### src/rtl/estagio_busca_if.sv
// Instruction-memory port of the IF stage.
// The fetch stage is the master: it raises mem_req with a stable mem_endereco
// until the memory answers with a one-cycle mem_ack carrying mem_dado.
//  mem_req      master -> slave  fetch request
//  mem_endereco master -> slave  fetch address (word aligned)
//  mem_ack      slave -> master  data valid / request retired (1-cycle pulse)
//  mem_dado     slave -> master  fetched instruction
interface estagio_busca_if;
  logic        mem_req;
  logic [31:0] mem_endereco;
  logic        mem_ack;
  logic [31:0] mem_dado;

  modport master (output mem_req, output mem_endereco, input mem_ack, input mem_dado);
  modport slave  (input mem_req, input mem_endereco, output mem_ack, output mem_dado);
endinterface

### src/rtl/estagio_busca.sv
// IF stage of the 5-stage RV32I pipeline.
// Owns the PC, issues one outstanding fetch at a time on the instruction-memory
// port and loads the IF/ID pipeline register. Honours the hazard-unit stall and
// the EX redirect; a redirect that arrives while a fetch is still outstanding
// waits for that fetch to retire and discards its data.
// Ports:
//  clk, reset          clock, asynchronous active-high reset
//  stall               hold IF/ID, do not advance
//  desvio_tomado       redirect fetch to endereco_desvio and flush IF/ID
//  endereco_desvio     redirect target (bits [1:0] ignored)
//  mem                 instruction-memory port (master side)
//  if_id_pc            PC of the instruction held in IF/ID
//  if_id_pc_mais4      if_id_pc + 4
//  if_id_instrucao     instruction held in IF/ID
//  if_id_valido        IF/ID holds a real instruction
module estagio_busca #(
  parameter logic [31:0] PC_RESET  = 32'h0000_0000,
  parameter logic [31:0] INSTR_NOP = 32'h0000_0013
) (
  input  logic                   clk,
  input  logic                   reset,
  input  logic                   stall,
  input  logic                   desvio_tomado,
  input  logic [31:0]            endereco_desvio,
  estagio_busca_if.master        mem,
  output logic [31:0]            if_id_pc,
  output logic [31:0]            if_id_pc_mais4,
  output logic [31:0]            if_id_instrucao,
  output logic                   if_id_valido
);

  // INICIO: idle cycle after reset; BUSCA: fetch at pc outstanding;
  // RETIDO: fetched word parked while ID stalls; DESCARTA: outstanding fetch
  // belongs to the wrong path and its data will be dropped.
  typedef enum logic [1:0] {
    INICIO   = 2'd0,
    BUSCA    = 2'd1,
    RETIDO   = 2'd2,
    DESCARTA = 2'd3
  } estado_t;

  estado_t     estado_r, estado_s;
  logic [31:0] pc_r, pc_s;
  logic [31:0] pc_pendente_r, pc_pendente_s;
  logic [31:0] buf_instr_r, buf_instr_s;
  logic [31:0] buf_pc_r, buf_pc_s;
  logic        mem_req_r, mem_req_s;
  logic [31:0] ifid_pc_r, ifid_pc_s;
  logic [31:0] ifid_pc4_r, ifid_pc4_s;
  logic [31:0] ifid_instr_r, ifid_instr_s;
  logic        ifid_valido_r, ifid_valido_s;

  logic [31:0] alvo_s;
  logic [31:0] pc_mais4_s;
  logic        bolha_s;
  logic        carrega_s;
  logic [31:0] nova_pc_s;
  logic [31:0] nova_instr_s;

  // Redirect targets are forced to word alignment; pc+4 wraps naturally mod 2^32.
  assign alvo_s     = {endereco_desvio[31:2], 2'b00};
  assign pc_mais4_s = pc_r + 32'd4;

  // Next-state, next-PC and IF/ID load selection.
  always_comb begin
    estado_s      = estado_r;
    pc_s          = pc_r;
    pc_pendente_s = pc_pendente_r;
    buf_instr_s   = buf_instr_r;
    buf_pc_s      = buf_pc_r;
    bolha_s       = 1'b0;
    carrega_s     = 1'b0;
    nova_pc_s     = pc_r;
    nova_instr_s  = mem.mem_dado;

    case (estado_r)
      INICIO: begin
        estado_s = BUSCA;
        bolha_s  = desvio_tomado || !stall;
      end

      BUSCA: begin
        if (desvio_tomado) begin
          bolha_s = 1'b1;
          if (mem.mem_ack) begin
            pc_s = alvo_s;
          end else begin
            // Fetch in flight on the old path: remember the target, drop it later.
            pc_pendente_s = alvo_s;
            estado_s      = DESCARTA;
          end
        end else if (mem.mem_ack) begin
          if (stall) begin
            buf_instr_s = mem.mem_dado;
            buf_pc_s    = pc_r;
            estado_s    = RETIDO;
          end else begin
            carrega_s    = 1'b1;
            nova_pc_s    = pc_r;
            nova_instr_s = mem.mem_dado;
            pc_s         = pc_mais4_s;
          end
        end else begin
          bolha_s = !stall;
        end
      end

      RETIDO: begin
        if (desvio_tomado) begin
          pc_s     = alvo_s;
          bolha_s  = 1'b1;
          estado_s = BUSCA;
        end else if (!stall) begin
          carrega_s    = 1'b1;
          nova_pc_s    = buf_pc_r;
          nova_instr_s = buf_instr_r;
          pc_s         = buf_pc_r + 32'd4;
          estado_s     = BUSCA;
        end else begin
          estado_s = RETIDO;
        end
      end

      DESCARTA: begin
        bolha_s = desvio_tomado || !stall;
        if (mem.mem_ack) begin
          // A redirect in the same cycle as the retiring ack is the newest one.
          pc_s     = desvio_tomado ? alvo_s : pc_pendente_r;
          estado_s = BUSCA;
        end else if (desvio_tomado) begin
          pc_pendente_s = alvo_s;
        end else begin
          estado_s = DESCARTA;
        end
      end

      default: begin
        estado_s = INICIO;
        bolha_s  = 1'b1;
      end
    endcase
  end

  // IF/ID next value: bubble beats new data; neither means hold.
  always_comb begin
    ifid_pc_s     = ifid_pc_r;
    ifid_pc4_s    = ifid_pc4_r;
    ifid_instr_s  = ifid_instr_r;
    ifid_valido_s = ifid_valido_r;
    if (bolha_s) begin
      ifid_pc_s     = pc_r;
      ifid_pc4_s    = pc_mais4_s;
      ifid_instr_s  = INSTR_NOP;
      ifid_valido_s = 1'b0;
    end else if (carrega_s) begin
      ifid_pc_s     = nova_pc_s;
      ifid_pc4_s    = nova_pc_s + 32'd4;
      ifid_instr_s  = nova_instr_s;
      ifid_valido_s = 1'b1;
    end else begin
      ifid_valido_s = ifid_valido_r;
    end
  end

  // Request is registered alongside the state it is decoded from.
  assign mem_req_s = (estado_s == BUSCA) || (estado_s == DESCARTA);

  // State, PC, parking buffer and IF/ID registers.
  always_ff @(posedge clk or posedge reset) begin
    if (reset) begin
      estado_r      <= INICIO;
      pc_r          <= PC_RESET;
      pc_pendente_r <= PC_RESET;
      buf_instr_r   <= INSTR_NOP;
      buf_pc_r      <= PC_RESET;
      mem_req_r     <= 1'b0;
      ifid_pc_r     <= PC_RESET;
      ifid_pc4_r    <= PC_RESET + 32'd4;
      ifid_instr_r  <= INSTR_NOP;
      ifid_valido_r <= 1'b0;
    end else begin
      estado_r      <= estado_s;
      pc_r          <= pc_s;
      pc_pendente_r <= pc_pendente_s;
      buf_instr_r   <= buf_instr_s;
      buf_pc_r      <= buf_pc_s;
      mem_req_r     <= mem_req_s;
      ifid_pc_r     <= ifid_pc_s;
      ifid_pc4_r    <= ifid_pc4_s;
      ifid_instr_r  <= ifid_instr_s;
      ifid_valido_r <= ifid_valido_s;
    end
  end

  assign mem.mem_req      = mem_req_r;
  assign mem.mem_endereco = pc_r;
  assign if_id_pc         = ifid_pc_r;
  assign if_id_pc_mais4   = ifid_pc4_r;
  assign if_id_instrucao  = ifid_instr_r;
  assign if_id_valido     = ifid_valido_r;

endmodule

### src/flat_wrapper.sv
// flat-port wrapper written by rule: the top's interface ports become plain ports
module estagio_busca_flat 
#(
  parameter logic [31:0] PC_RESET  = 32'h0000_0000,
  parameter logic [31:0] INSTR_NOP = 32'h0000_0013
)
  (clk, reset, stall, desvio_tomado, endereco_desvio, if_id_pc, if_id_pc_mais4, if_id_instrucao, if_id_valido, mem_mem_req, mem_mem_endereco, mem_mem_ack, mem_mem_dado);
  estagio_busca_if mem_i ();
  input  logic clk;
  input  logic reset;
  input  logic stall;
  input  logic desvio_tomado;
  input  logic [31:0] endereco_desvio;
  output logic [31:0] if_id_pc;
  output logic [31:0] if_id_pc_mais4;
  output logic [31:0] if_id_instrucao;
  output logic if_id_valido;
  output wire logic [$bits(mem_i.mem_req)-1:0] mem_mem_req;
  output wire logic [$bits(mem_i.mem_endereco)-1:0] mem_mem_endereco;
  input wire logic [$bits(mem_i.mem_ack)-1:0] mem_mem_ack;
  input wire logic [$bits(mem_i.mem_dado)-1:0] mem_mem_dado;
  assign mem_mem_req = mem_i.mem_req;
  assign mem_mem_endereco = mem_i.mem_endereco;
  assign mem_i.mem_ack = mem_mem_ack;
  assign mem_i.mem_dado = mem_mem_dado;
  estagio_busca #(.PC_RESET(PC_RESET), .INSTR_NOP(INSTR_NOP)) u_core (.clk(clk), .reset(reset), .stall(stall), .desvio_tomado(desvio_tomado), .endereco_desvio(endereco_desvio), .mem(mem_i), .if_id_pc(if_id_pc), .if_id_pc_mais4(if_id_pc_mais4), .if_id_instrucao(if_id_instrucao), .if_id_valido(if_id_valido));
endmodule
### config.mk
export PLATFORM = sky130hd
export DESIGN_NAME = estagio_busca_flat
export DESIGN_NICKNAME = d
export VERILOG_FILES = /design/src/rtl/estagio_busca_if.sv /design/src/rtl/estagio_busca.sv /design/src/flat_wrapper.sv
export SDC_FILE = /design/constraint.sdc
export NUM_CORES = 1
export LEC_CHECK = 0
export ABC_AREA = 1
export CAP_MARGIN = 15
export CORE_MARGIN = 1
export CORE_UTILIZATION = 27
export DETAILED_ROUTE_END_ITERATION = 6
export GPL_TIMING_DRIVEN = 0
export HOLD_SLACK_MARGIN = 0.02
export PLACE_DENSITY = 0.42
export SYNTH_ARGS = -nofsm -noshare
export SYNTH_HDL_FRONTEND = slang
export SYNTH_SLANG_ARGS = --single-unit
### constraint.sdc
create_clock -name clk -period 23.8 [get_ports clk]
set_input_delay 7.14 -clock clk [delete_from_list [all_inputs] [get_ports clk]]
set_output_delay 7.14 -clock clk [all_outputs]
set_load 0.1 [all_outputs]
==> results.json <==
{
  "dr_total_vias": 14000,
  "numClockSinks": 225,
  "synth-async-reset-ratio_pct": 100,
  "grt-ovfl-total": 0,
  "fp-row-count": 82,
  "cts_tree": "built",
  "drive_gt1_share_pct": 7.75,
  "dp_hpwl_um": 49600,
  "worstPathMaxFanout": 9,
  "setup.worst_path.class": "reg -> out",
  "yosys.area.top_type": "dfrtp_1",
  "final_common_cell": "nand2_1",
  "viasPerCell": 4.85,
  "io_pins": 199,
  "ys_warn_count": 0,
  "first_iter_violations": 1051,
  "final_nets": 2272,
  "crit_path_end_kind": "output pin",
  "gp_congestion": 0.931,
  "crit_family": "buffers and inverters",
  "clk_latency_ps": 580,
  "wl_per_cell_um": 21.6,
  "worst_pin_slew_ps": 1160,
  "cts.clk_slew.worst_paths_ps": 60,
  "slowest_stage": "clkdlybuf4s50_1",
  "rr_startpoint": "u_core.estado_r[0]",
  "syn_nets": 2044,
  "grt_pass1_wl_um": 91600,
  "relSlewSlack_pct": 22.3,
  "skew_ps": 16.9,
  "ys_types": 52,
  "port_buffers": 194,
  "setup_ws_ps": 14150,
  "start_util_pct": 27.4,
  "hold_violations": 0,
  "setup_violations": 0,
  "critPathLaunchType": "flop",
  "wl_um": 62500,
  "cts_resized": 0,
  "cts_buffer_depth": 3,
  "crit_arrival_ps": 2510,
  "grt_usage_pct": 24.2,
  "area_delta_synth_final_pct": 28.5,
  "max_freq_ghz": 0.104,
  "fin_crit_ps": 9650,
  "num-fill-cells": 5401,
  "dp_slack_ps": 14090,
  "synth.top_cell.area_share_pct": 39.7,
  "worst-path-buf-inv": 1,
  "htree_num_levels": 1,
  "slowest_delay_ps": 1240,
  "ys_seq_area_share_pct": 41.0,
  "cts-root-buf": "clkbuf_16",
  "fin_tns_setup_ps": 0,
  "cts_buffers": 30,
  "core_um2": 50200,
  "synth.avg_cell_area_um2": 6.99,
  "synth_area_leaders": "dfrtp_1 40%, nand2_1 19%, o21ai_0 7.4%",
  "crit_chain": "clkdlybuf4s50_1",
  "worstPathRequired_ps": 16660,
  "cts_setup_buffers": 0,
  "synth_edf_count": 0,
  "detail-route-antenna-nets": 0,
  "hp-start": "u_core.pc_pendente_r[5]",
  "maxSlewViolCount": 0,
  "fin_crit_sh_pct": 40.5,
  "rsz0062_at_grt": "no",
  "netlist_area_um2": 13800,
  "max-cap-violations": 0,
  "postSynthCellCount": 1968,
  "cts_hold_buffers": 0,
  "die_h_um": 228,
  "first_global_vias": 13400,
  "dieArea_um2": 51800,
  "mostFrequentLayoutCells": "679 x nand2_1, 218 x dfrtp_1, 202 x o21ai_0",
  "min_path_type": "reg -> reg",
  "grt_max_degree": 107,
  "ys_ff_latch": 225,
  "yosys_most_used_dff": "dfrtp_1",
  "drt_pass1_iterations": 5,
  "status": "completed",
  "antenna_found_initial": 0,
  "die_w_um": 228,
  "crit_start": "u_core.mem.mem_endereco[23]",
  "drc": 0
}
==> state kept, by name, summed over array words and instances (netlist names) <==
| signal | cells |
|---|---|
| u_core.buf_pc_r | 32 |
| u_core.if_id_instrucao | 32 |
| u_core.if_id_pc | 30 |
| u_core.buf_instr_r | 32 |
| u_core.if_id_valido | 1 |
| u_core.estado_r | 2 |
| u_core.mem.mem_endereco | 32 |
| u_core.pc_pendente_r | 32 |
| u_core.if_id_pc_mais4 | 32 |
==> path summary, 6_finish.rpt <==
| kind | to | slack, ps | cells past startpoint |
|---|---|---|---|
| max | mem_mem_endereco[23] | 14150 | 1 |
| min | u_core.pc_pendente_r[5] | 470 | 2 |
| max reg2reg | u_core.mem.mem_endereco[5] | 20630 | 8 |
| min reg2reg | u_core.pc_pendente_r[5] | 470 | 2 |
| max in group asynchronous | u_core.pc_pendente_r[13] | 15870 | 3 |
| min in group asynchronous | u_core.if_id_instrucao[6] | 6980 | 2 |
==> synth_stat cells (16+ instances only) <==
cell / instances
xor2_1: 29
nand2_1: 679
nand3_1: 86
nor2_1: 154
nor3_1: 40
dfrtp_1: 218
o21ai_1: 23
nand2_2: 26
nand4_1: 18
inv_1: 199
o221ai_1: 18
o211ai_1: 16
clkbuf_1: 49
buf_2: 25
o21ai_0: 202
a31oi_1: 17
a21oi_1: 38
==> cells by family (layout without fill, tap and decap cells) <==
family	count (synthesis)	after routing	synth area share (%)
buf+inv	308	559	9.65
other cells	0	1	0
fa+ha+maj	7	7	0.637
mux	7	7	0.509
flops	225	225	41.0
simple gates	1032	1032	31.3
compound gates	360	360	15.1
xor+xnor	29	29	1.85
==> metal layers <==
metal  share of wire, %  up-vias  global-route usage (%)
met1                 48     6689                    35.5
met3                5.1       69                    2.21
li1                   -     6822                       -
met5                  0        -                       0
met4                2.2        0                    6.15
met2                 45      434                    38.0
==> cell type report <==
class / instances / area (µm²) / share of cell area (%)
buffer: 99 / 536 / 3.03
antenna: 1 / 2.50 / 0.0142
sequential: 225 / 5640 / 31.9
clock buffer: 45 / 918 / 5.20
timing repair buffer: 196 / 2000 / 11.3
multi-input combinational: 1435 / 6790 / 38.4
tap: 672 / 841 / 4.76
clock inverter: 10 / 153 / 0.864
inverter: 209 / 800 / 4.52
==> stage by stage <==
step	util, %	hold WS (ps)	cells	cell area, µm²
finish	35.2	471	2892	17700
global route	35.2	485	2891	17700
CTS	35.2	476	2891	17700
detailed placement	33.1	463	2836	16600
global placement	33.0	453	2834	16500
floorplan	-	442	1968	13800
Power is not shown: default switching activity piles up to over one toggle a cycle in this logic, so the estimate is an artifact.
